<file path="src/rtl/alu_stim_driver.sv">
// -----------------------------------------------------------------------------
// alu_stim_driver
//   Self-sequencing stimulus generator for the 64-bit ALU bench. Walks the ALU
//   opcode table (19 entries). For each opcode it issues N_PER_OP vectors:
//   index 0 is a fixed corner vector, the rest are LFSR-random vectors. Each
//   vector is held until the result checker acknowledges it or a timeout expires.
//
// Ports
//   clk          rising-edge clock
//   rst_n        asynchronous active-low reset
//   srst         synchronous soft reset (same effect as rst_n, taken on clk)
//   start        begin a run (honoured in IDLE only)
//   seed         LFSR seed captured on an accepted start (0 is replaced by 1)
//   ack          checker has consumed the current vector (honoured in WAIT_ACK)
//   opcode/A/B   registered ALU stimulus
//   vec_valid    one-cycle pulse when a new vector first appears
//   sample       high throughout WAIT_ACK (outputs have settled)
//   busy         high from accepted start until DONE
//   done         one-cycle pulse at end of run
//   err_timeout  sticky ack-timeout flag, cleared on accepted start
//   vec_count    vectors completed in the current run (saturating)
// -----------------------------------------------------------------------------
module alu_stim_driver #(
    parameter int N_PER_OP    = 4,
    parameter int HOLD_CYCLES = 2,
    parameter int TIMEOUT     = 16
) (
    input  logic        clk,
    input  logic        rst_n,
    input  logic        srst,
    input  logic        start,
    input  logic [63:0] seed,
    input  logic        ack,
    output logic [4:0]  opcode,
    output logic [63:0] A,
    output logic [63:0] B,
    output logic        vec_valid,
    output logic        sample,
    output logic        busy,
    output logic        done,
    output logic        err_timeout,
    output logic [15:0] vec_count
);

    typedef enum logic [2:0] {
        ST_IDLE     = 3'd0,
        ST_APPLY    = 3'd1,
        ST_HOLD     = 3'd2,
        ST_WAIT_ACK = 3'd3,
        ST_DONE     = 3'd4
    } state_t;

    localparam logic [4:0]  NUM_OPS   = 5'd19;
    localparam logic [12:0] LAST_VEC  = 13'(N_PER_OP - 1);
    localparam logic [7:0]  LAST_HOLD = 8'(HOLD_CYCLES - 1);
    localparam logic [7:0]  LAST_WAIT = 8'(TIMEOUT - 1);
    // x^64+x^63+x^61+x^60+1 as the toggle mask of a right-shifting Galois LFSR
    localparam logic [63:0] LFSR_TAPS = 64'hD800_0000_0000_0000;

    // One Galois LFSR step.
    function automatic logic [63:0] lfsr_step(input logic [63:0] s);
        return s[0] ? ({1'b0, s[63:1]} ^ LFSR_TAPS) : {1'b0, s[63:1]};
    endfunction

    // Opcode table: 00-0E, 10, 11, 12, 14.
    function automatic logic [4:0] op_lookup(input logic [4:0] idx);
        logic [4:0] op;
        case (idx)
            5'd15:   op = 5'h10;
            5'd16:   op = 5'h11;
            5'd17:   op = 5'h12;
            5'd18:   op = 5'h14;
            default: op = (idx < 5'd15) ? idx : 5'h1F;
        endcase
        return op;
    endfunction

    state_t      state_r, state_s;
    logic [4:0]  opcode_r, opcode_s;
    logic [63:0] a_r, a_s, b_r, b_s;
    logic [63:0] lfsr_r, lfsr_s;
    logic        vec_valid_r, vec_valid_s;
    logic        sample_r, sample_s;
    logic        busy_r, busy_s;
    logic        done_r, done_s;
    logic        err_r, err_s;
    logic [15:0] count_r, count_s;
    // op_ptr/vec_ptr name the NEXT vector to be issued; op_ptr == NUM_OPS means none left
    logic [4:0]  op_ptr_r, op_ptr_s;
    logic [12:0] vec_ptr_r, vec_ptr_s;
    logic [7:0]  hold_cnt_r, hold_cnt_s;
    logic [7:0]  wait_cnt_r, wait_cnt_s;

    // Vector-load request and the source it should be built from.
    logic        load_s;
    logic [4:0]  ld_op_s;
    logic [12:0] ld_vec_s;
    logic [63:0] ld_lfsr_s;
    logic [63:0] step1_s, step2_s;

    // State register.
    always_ff @(posedge clk or negedge rst_n) begin
        if (!rst_n) begin
            state_r <= ST_IDLE;
        end else if (srst) begin
            state_r <= ST_IDLE;
        end else begin
            state_r <= state_s;
        end
    end

    // Next-state, control flags, counters and vector-load requests.
    always_comb begin
        state_s    = state_r;
        sample_s   = sample_r;
        busy_s     = busy_r;
        done_s     = 1'b0;
        err_s      = err_r;
        count_s    = count_r;
        hold_cnt_s = hold_cnt_r;
        wait_cnt_s = wait_cnt_r;
        load_s     = 1'b0;
        ld_op_s    = op_ptr_r;
        ld_vec_s   = vec_ptr_r;
        ld_lfsr_s  = lfsr_r;
        case (state_r)
            ST_IDLE: begin
                if (start) begin
                    load_s    = 1'b1;
                    ld_op_s   = 5'd0;
                    ld_vec_s  = 13'd0;
                    ld_lfsr_s = (seed == 64'd0) ? 64'd1 : seed;
                    err_s     = 1'b0;
                    count_s   = 16'd0;
                    busy_s    = 1'b1;
                    state_s   = ST_APPLY;
                end else begin
                    state_s   = ST_IDLE;
                end
            end
            ST_APPLY: begin
                hold_cnt_s = 8'd0;
                state_s    = ST_HOLD;
            end
            ST_HOLD: begin
                if (hold_cnt_r == LAST_HOLD) begin
                    wait_cnt_s = 8'd0;
                    sample_s   = 1'b1;
                    state_s    = ST_WAIT_ACK;
                end else begin
                    hold_cnt_s = hold_cnt_r + 8'd1;
                end
            end
            ST_WAIT_ACK: begin
                if (ack || (wait_cnt_r == LAST_WAIT)) begin
                    // A timeout counts as completion so the run always terminates.
                    if (!ack) begin
                        err_s = 1'b1;
                    end else begin
                        err_s = err_r;
                    end
                    if (count_r != 16'hFFFF) begin
                        count_s = count_r + 16'd1;
                    end else begin
                        count_s = count_r;
                    end
                    sample_s = 1'b0;
                    if (op_ptr_r != NUM_OPS) begin
                        load_s  = 1'b1;
                        state_s = ST_APPLY;
                    end else begin
                        done_s  = 1'b1;
                        busy_s  = 1'b0;
                        state_s = ST_DONE;
                    end
                end else begin
                    wait_cnt_s = wait_cnt_r + 8'd1;
                end
            end
            ST_DONE: begin
                state_s = ST_IDLE;
            end
            default: begin
                sample_s = 1'b0;
                busy_s   = 1'b0;
                state_s  = ST_IDLE;
            end
        endcase
    end

    // Build the next vector (operands, opcode fix-ups, LFSR and pointer advance).
    always_comb begin
        opcode_s    = opcode_r;
        a_s         = a_r;
        b_s         = b_r;
        lfsr_s      = lfsr_r;
        op_ptr_s    = op_ptr_r;
        vec_ptr_s   = vec_ptr_r;
        vec_valid_s = 1'b0;
        step1_s     = lfsr_step(ld_lfsr_s);
        step2_s     = lfsr_step(step1_s);
        if (load_s) begin
            vec_valid_s = 1'b1;
            opcode_s    = op_lookup(ld_op_s);
            if (ld_vec_s == 13'd0) begin
                // Corner vector leaves the LFSR untouched.
                a_s    = 64'hFFFF_FFFF_FFFF_FFFF;
                b_s    = 64'd1;
                lfsr_s = ld_lfsr_s;
            end else begin
                a_s    = step1_s;
                b_s    = step2_s;
                lfsr_s = step2_s;
            end
            case (opcode_s)
                5'h02, 5'h04, 5'h05: b_s = {58'd0, b_s[5:0]};   // shift amount only
                5'h12, 5'h14: begin                             // never divide by zero
                    if (b_s == 64'd0) begin
                        b_s = 64'd1;
                    end else begin
                        b_s = b_s;
                    end
                end
                5'h0B:   a_s = 64'd0;                           // LUI ignores A
                default: a_s = a_s;
            endcase
            if (ld_vec_s == LAST_VEC) begin
                op_ptr_s  = ld_op_s + 5'd1;
                vec_ptr_s = 13'd0;
            end else begin
                op_ptr_s  = ld_op_s;
                vec_ptr_s = ld_vec_s + 13'd1;
            end
        end else begin
            vec_valid_s = 1'b0;
        end
    end

    // Datapath and flag registers.
    always_ff @(posedge clk or negedge rst_n) begin
        if (!rst_n) begin
            opcode_r    <= 5'h1F;
            a_r         <= 64'd0;
            b_r         <= 64'd0;
            lfsr_r      <= 64'd1;
            vec_valid_r <= 1'b0;
            sample_r    <= 1'b0;
            busy_r      <= 1'b0;
            done_r      <= 1'b0;
            err_r       <= 1'b0;
            count_r     <= 16'd0;
            op_ptr_r    <= 5'd0;
            vec_ptr_r   <= 13'd0;
            hold_cnt_r  <= 8'd0;
            wait_cnt_r  <= 8'd0;
        end else if (srst) begin
            opcode_r    <= 5'h1F;
            a_r         <= 64'd0;
            b_r         <= 64'd0;
            lfsr_r      <= 64'd1;
            vec_valid_r <= 1'b0;
            sample_r    <= 1'b0;
            busy_r      <= 1'b0;
            done_r      <= 1'b0;
            err_r       <= 1'b0;
            count_r     <= 16'd0;
            op_ptr_r    <= 5'd0;
            vec_ptr_r   <= 13'd0;
            hold_cnt_r  <= 8'd0;
            wait_cnt_r  <= 8'd0;
        end else begin
            opcode_r    <= opcode_s;
            a_r         <= a_s;
            b_r         <= b_s;
            lfsr_r      <= lfsr_s;
            vec_valid_r <= vec_valid_s;
            sample_r    <= sample_s;
            busy_r      <= busy_s;
            done_r      <= done_s;
            err_r       <= err_s;
            count_r     <= count_s;
            op_ptr_r    <= op_ptr_s;
            vec_ptr_r   <= vec_ptr_s;
            hold_cnt_r  <= hold_cnt_s;
            wait_cnt_r  <= wait_cnt_s;
        end
    end

    assign opcode      = opcode_r;
    assign A           = a_r;
    assign B           = b_r;
    assign vec_valid   = vec_valid_r;
    assign sample      = sample_r;
    assign busy        = busy_r;
    assign done        = done_r;
    assign err_timeout = err_r;
    assign vec_count   = count_r;

endmodule

</file>
<file path="config.mk">
export PLATFORM = sky130hd
export DESIGN_NAME = alu_stim_driver
export DESIGN_NICKNAME = d
export VERILOG_FILES = /design/src/rtl/alu_stim_driver.sv
export SDC_FILE = /design/constraint.sdc
export NUM_CORES = 1
export LEC_CHECK = 0
export ABC_AREA = 1
export BUFFER_PORTS_ARGS = -buffer_cell sky130_fd_sc_hd__buf_2
export CAP_MARGIN = 20
export CORE_ASPECT_RATIO = 0.6
export CORE_MARGIN = 2
export CORE_UTILIZATION = 45
export DETAILED_ROUTE_END_ITERATION = 8
export PLACE_DENSITY = 0.73
export SETUP_SLACK_MARGIN = 0.15
export SLEW_MARGIN = 20
export SYNTH_ARGS = -nofsm -noshare
export SYNTH_HDL_FRONTEND = slang
export SYNTH_SLANG_ARGS = --single-unit
export TNS_END_PERCENT = 100
</file>
<file path="constraint.sdc">
create_clock -name clk -period 4.2 [get_ports clk]
set_input_delay 1.05 -clock clk [delete_from_list [all_inputs] [get_ports clk]]
set_output_delay 1.05 -clock clk [all_outputs]
set_load 0.01 [all_outputs]
</file>
=== Yosys cells after proc, flatten, opt, wreduce, memory -nomap -nowiden ===
Cells that the tools add are included.
Widths: inputs -> output; s select.

* Flip-flop bits (word level): 255
* Latch bits: 0
* Memory bits (writable): 0
* Bits in read-only memories: 0
* Input bits: 69
* Output and inout bits: 154
* Word-level logic and storage cells: 147
* Memories: 0

* $add $sub $neg: 5
* $mul: 0
* Divide/modulo/power cells: 0
* Magnitude comparators: 1
* Equal/unequal tests: 29
* Shifts and indexed selects: 0
* Muxes and demuxes: 75
* Bitwise logic cells: 2
* Reductions and logical operators: 20

{| class="wikitable"
|+ Operators with widths
! operator !! number
|-
| $mux 64 || 17
|-
| $logic_not 64->1 || 2
|-
| $pmux 64 s2 || 1
|-
| $mux 13 || 5
|-
| $mux 16 || 4
|-
| $mux 5 || 9
|-
| $mux 8 || 5
|-
| $pmux 16 s2 || 1
|-
| $pmux 8 s2 || 2
|-
| $eq 5x5->1 const B || 5
|-
| $ne 3x3->1 const B || 8
|-
| $mux 1 || 21
|-
| $pmux 5 s4 || 1
|-
| $add 16x1->16 const B || 1
|-
| $add 8x1->8 const B || 2
|-
| $ne 16x16->1 const B || 1
|-
| $add 13x1->13 const B || 1
|-
| $eq 13x2->1 const B || 1
|-
| $logic_not 13->1 || 1
|-
| $mux 3 || 4
|-
| $pmux 3 s4 || 1
|-
| $reduce_and 4->1 || 3
|-
| $eq 5x3->1 const B || 2
|-
| $eq 5x4->1 const B || 2
|-
| 21 further kinds || 32
|}

=== Longest topological paths before layout ===
* Depth after elaboration: 15
* Mapped depth: 22
* Gate-level depth less buffers: 19

=== Worst setup path before layout ===
No wires, ideal clock.

* Path type: input to register
* Start: input port start
* End: register b_r[32] (netlist: B[32])
* Setup time: 66 ps
* Arrival time: 3024 ps
* Data required time: 4134 ps
* Path slack: 1110 ps
* Stages: 18
* Buffers on the path: 6
* Path through: nand3_4 buf_6 inv_2 buf_4 buf_2 nor2_1 inv_1 ha_1 nand2_1 nor2_2 nand2_2 buf_6 buf_2 clkbuf_1 nand2_1 a21oi_2 nand3_1 nand2_1

* Word-level cells in the longest chain between the ends: 13
* Elaborated cells on any way between the ends: 36
* Classes of those cells: 1 x order compare; 9 x eq/ne; 19 x mux; 2 x bitwise; 5 x reduce/logical

{| class="wikitable"
|+ Ends and longest elaborated chain
! item !! RTL line !! text
|-
| start, declared || 31 || <nowiki>input logic start,</nowiki>
|-
| branches (longest 13 deep; another with $lt 5x4->1) || n/a ||
|-
| end signal, assigned || 274 || <nowiki>b_r <= b_s;</nowiki>
|-
| end, declared || 80 || <nowiki>logic [63:0] a_r, a_s, b_r, b_s;</nowiki>
|}

Parallel ways; which one is timed is not known. The select of a mux whose other input is x is not followed.
A chain may end at the register's enable or synchronous reset.

=== Worst setup path in the final report ===
* Start: input port start
* End: register b_r[16] (netlist: B[16])

The elaborated chain is that of the path after synthesis.

==> impl_results.md <==
* Status: completed
* Global-route wire length before repair at ~68000 um
* CTS tree: done
* Die height at about 140 um
* Antenna violations before repair at 1
* CTS Root Cell: clkbuf_16
* Synth warnings at 0
* Ant. Diodes at 0
* Layout Nets at about 2100
* Placed instance area at approximately 15000 sq um
* Synth Flop Type: dfrtp_1
* All-Layer GR Usage at between 20% and 30%
* First-pass iteration count of the detailed router at 6
* Max Clk Rate at between 0.3 and 0.4 GHz
* Async SR Flop Fraction at 100%
* DR DRC count at 0
* Leak at slightly below 8 nW
* Worst setup path class: primary input to flop
* Post-synthesis cell type count at 51
* Post-synthesis sequential area ratio at a little under half
* Synthesized area per cell at about 7.5 sq um
* H-tree Lvls at 1
* Row cnt at between 40 and 50
* IO Pins at 223
* Synthesized Nets at ~1900
* Critical Path Source Type: primary input
* CP endpoint kind: flop
* Final Total Pwr at between 9 and 10 mW
* Area of the multi-input gates at 6220 sq um
* Clk_skew at roughly 0.010 ns
* Final worst slack at 1.15 ns
* Post-synthesis cell area at roughly 13000 sq um
* DIE WIDTH at roughly 230 um
* Min cycle time layout at slightly above 3 ns
* DR WL/cell at 17.9 um
* Cells after Synth at ~1800
* Core outline area at between 20000 and 30000 sq um
* Vias per cell at ~5.5
* CP max stage cell: buf_12
* Sequential Area at about 6400 sq um
* Hold WC Path Type: flop to flop
* Worst endpoint data arrival time at around 3.5 ns
* Layout filler cell count at ~2900
* Final instance area at 15800 sq um
* Clock sink count at 255
* Pre-CTS WS at between 0.6 and 0.7 ns
* GR Overflow Total at 0
* Iteration-0 DRC Markers at roughly 1700
* Final hold viol count at 0
* Post-CTS Hold Buffers at 0
* Hold_ws at ~0.48 ns
* Layout cells sized above 1 at between 15 and 20%
* Yosys reg bits at 255
* Power per cell area at around 570 nW/um^2
* Post-CTS sizing at 0
* Max FO, Critical Path at 57
* Number of synthesized flops with an enable pin at 0
* Setup total negative slack at 0 ns
* Clk slew on worst S/H paths at about 0.060 ns
* Post-CTS Setup Bufs at 0
* DR vias at 13200
* Hpwl dp at ~30000 um
* Crit path required time at 4.63 ns
* Area Overhead vs Synth at 17.1%
* Slew Limit Headroom at approximately 33%
* Final ANT Viol Nets at 0
* Cell Chain, Critical Path: buf_2 > nand3_4 > nand2_1 > inv_1 > ha_1 > nand2_1 > inv_1 > nand3_4 > inv_1 > nand2_1 > nand3_1 > nand2_2 > nor2_2 > inv_2 > o21ai_4 > buf_12 > a21oi_1 > nand3_1 > nand2_1
* Worst-Skew Late Latency at between 0.5 and 0.6 ns
* CP max stage delay at ~0.29 ns
* Placed Cells at about 2400
* Most common cell on crit path: nand2_1
* Maxcap violations at 0
* Core occupancy in the finished layout at between 50% and 60%
* Port bufs at between 200 and 250
* Unrepaired setup endpoints after global routing: false
* Final non-filler cell total at between 2000 and 2500
* Number of global-route vias before repair at 12100
* Crit-path leading delay family: simple AND/OR/NAND/NOR gates
* Final setup fails at 0
* Worst path buffer plus inverter count at 6
* Largest net degree at the start of global routing at approximately 200
* Die area at ~31000 sq um
* Max Root-Sink Buffers at 3
* GPL Wtd Cong at about 0.96
* Slew @ Worst Pin at 0.998 ns
* Final max-slew violation count at 0
* Initial Utilization at 45.4%
* Wirelength, routed at approximately 43000 um
* CTS buffer count at 26
* Peak VDD IR at around 0.30 mV
* Final worst-path cycle share at between 70 and 80%
synthesized netlist by cell type (3+ instances only):
master	number	area (sq um)
buf_12	3	60.1
dfrtp_1	249	6230
buf_6	5	56.3
xor2_1	7	61.3
nor2_4	3	33.8
o22ai_1	17	106
a32o_1	7	70.1
buf_4	3	22.5
inv_1	96	360
clkbuf_1	60	225
o21ai_1	26	130
xnor2_1	3	26.3
ha_1	10	125
nand4_1	15	93.8
dfstp_2	6	158
nor2_2	9	56.3
nor3_1	17	85.1
nand2_1	605	2270
a21oi_2	30	263
inv_2	8	30.0
buf_1	5	18.8
buf_2	26	130
nand3_1	96	480
nor2_1	175	657
nand2_2	9	56.3
o21ai_0	223	1120
a21oi_1	56	280
report_power, final:
part | total (mW) | internal, mW | switching, mW | leakage [nW]
registers | 3.34 | 3.00 | 0.339 | 3.46
clock network | 2.42 | 1.42 | 0.999 | 0.433
logic | 3.24 | 0.968 | 2.28 | 3.94
cell usage in the layout (no fill, tap or decap), types with 10 or more instances in the layout:
cell type | synthesis | routed
o22ai_1 | 17 | 17
nor2_1 | 175 | 174
buf_4 | 3 | 21
nor3_1 | 17 | 17
clkbuf_16 | 0 | 27
a21oi_2 | 30 | 30
dfrtp_1 | 249 | 249
nand3_1 | 96 | 96
ha_1 | 10 | 10
inv_1 | 96 | 94
o21ai_1 | 26 | 26
buf_2 | 26 | 221
nand4_1 | 15 | 15
o21ai_0 | 223 | 223
nand2_1 | 605 | 605
a21oi_1 | 56 | 56
cell type report:
class                           instances  area share (%)
Inverter                              104            2.47
Clock inverter                          5           0.514
Sequential cell                       255            40.4
Multi-Input combinational cell       1339            39.4
Clock buffer                           41            5.05
Timing Repair Buffer                  250            8.97
Tap cell                              408            3.23
worst paths after layout:
kind	startpoint	end	slack, ns	depth (start not counted)
setup reg to reg	state_r[1]	B[16]	1.18	18
setup / recovery	start	B[16]	1.15	19
hold / removal	B[29]	B[29]	0.48	2
max in group asynchronous	rst_n	B[36]	2.62	2
hold reg to reg	B[29]	B[29]	0.48	2
min in group asynchronous	rst_n	B[58]	0.56	1
worst register-to-register path: stages (launching register included):
cell,delay [ns]
dfrtp_1,0.42
nor2_4,0.17
nand3_4,0.17
nand2_1,0.21
inv_1,0.11
ha_1,0.22
nand2_1,0.07
inv_1,0.07
nand3_4,0.09
nand2_1,0.07
nand2_2,0.09
nand3_1,0.06
nand2_1,0.17
nand2_2,0.12
o21ai_4,0.18
buf_12,0.29
a21oi_1,0.22
nand3_1,0.09
nand2_1,0.07
layer usage:
metal | GRT usage (%) | vias to the layer above | wire length (um)
met3 | 6.01 | 60 | 4310
met5 | 0 | - | 0
met1 | 43.4 | 6281 | 20300
met4 | 7.36 | 0 | 1100
li1 | - | 6226 | -
met2 | 36.2 | 607 | 17400
logic make-up (layout without fill, tap and decap cells):
kind of cell	after synthesis	count (layout)	synth area share [%]
adder cells (fa/ha/maj)	10	10	0.927
XOR/XNOR	10	10	0.649
AND/OR/NAND/NOR	939	939	28.4
buffers and inverters	208	400	6.77
AO/OA/AOI/OAI	380	380	15.9
flip-flops	255	255	47.3
sequential cells by signal, indices dropped and copies added, names as in the netlist:
name	count
opcode	5
state_r	3
vec_valid	1
busy	1
vec_count	16
vec_ptr_r	13
op_ptr_r	5
done	1
B	64
sample	1
hold_cnt_r	8
A	64
wait_cnt_r	8
err_timeout	1
lfsr_r	64
Power figures use the tool's default switching activity.
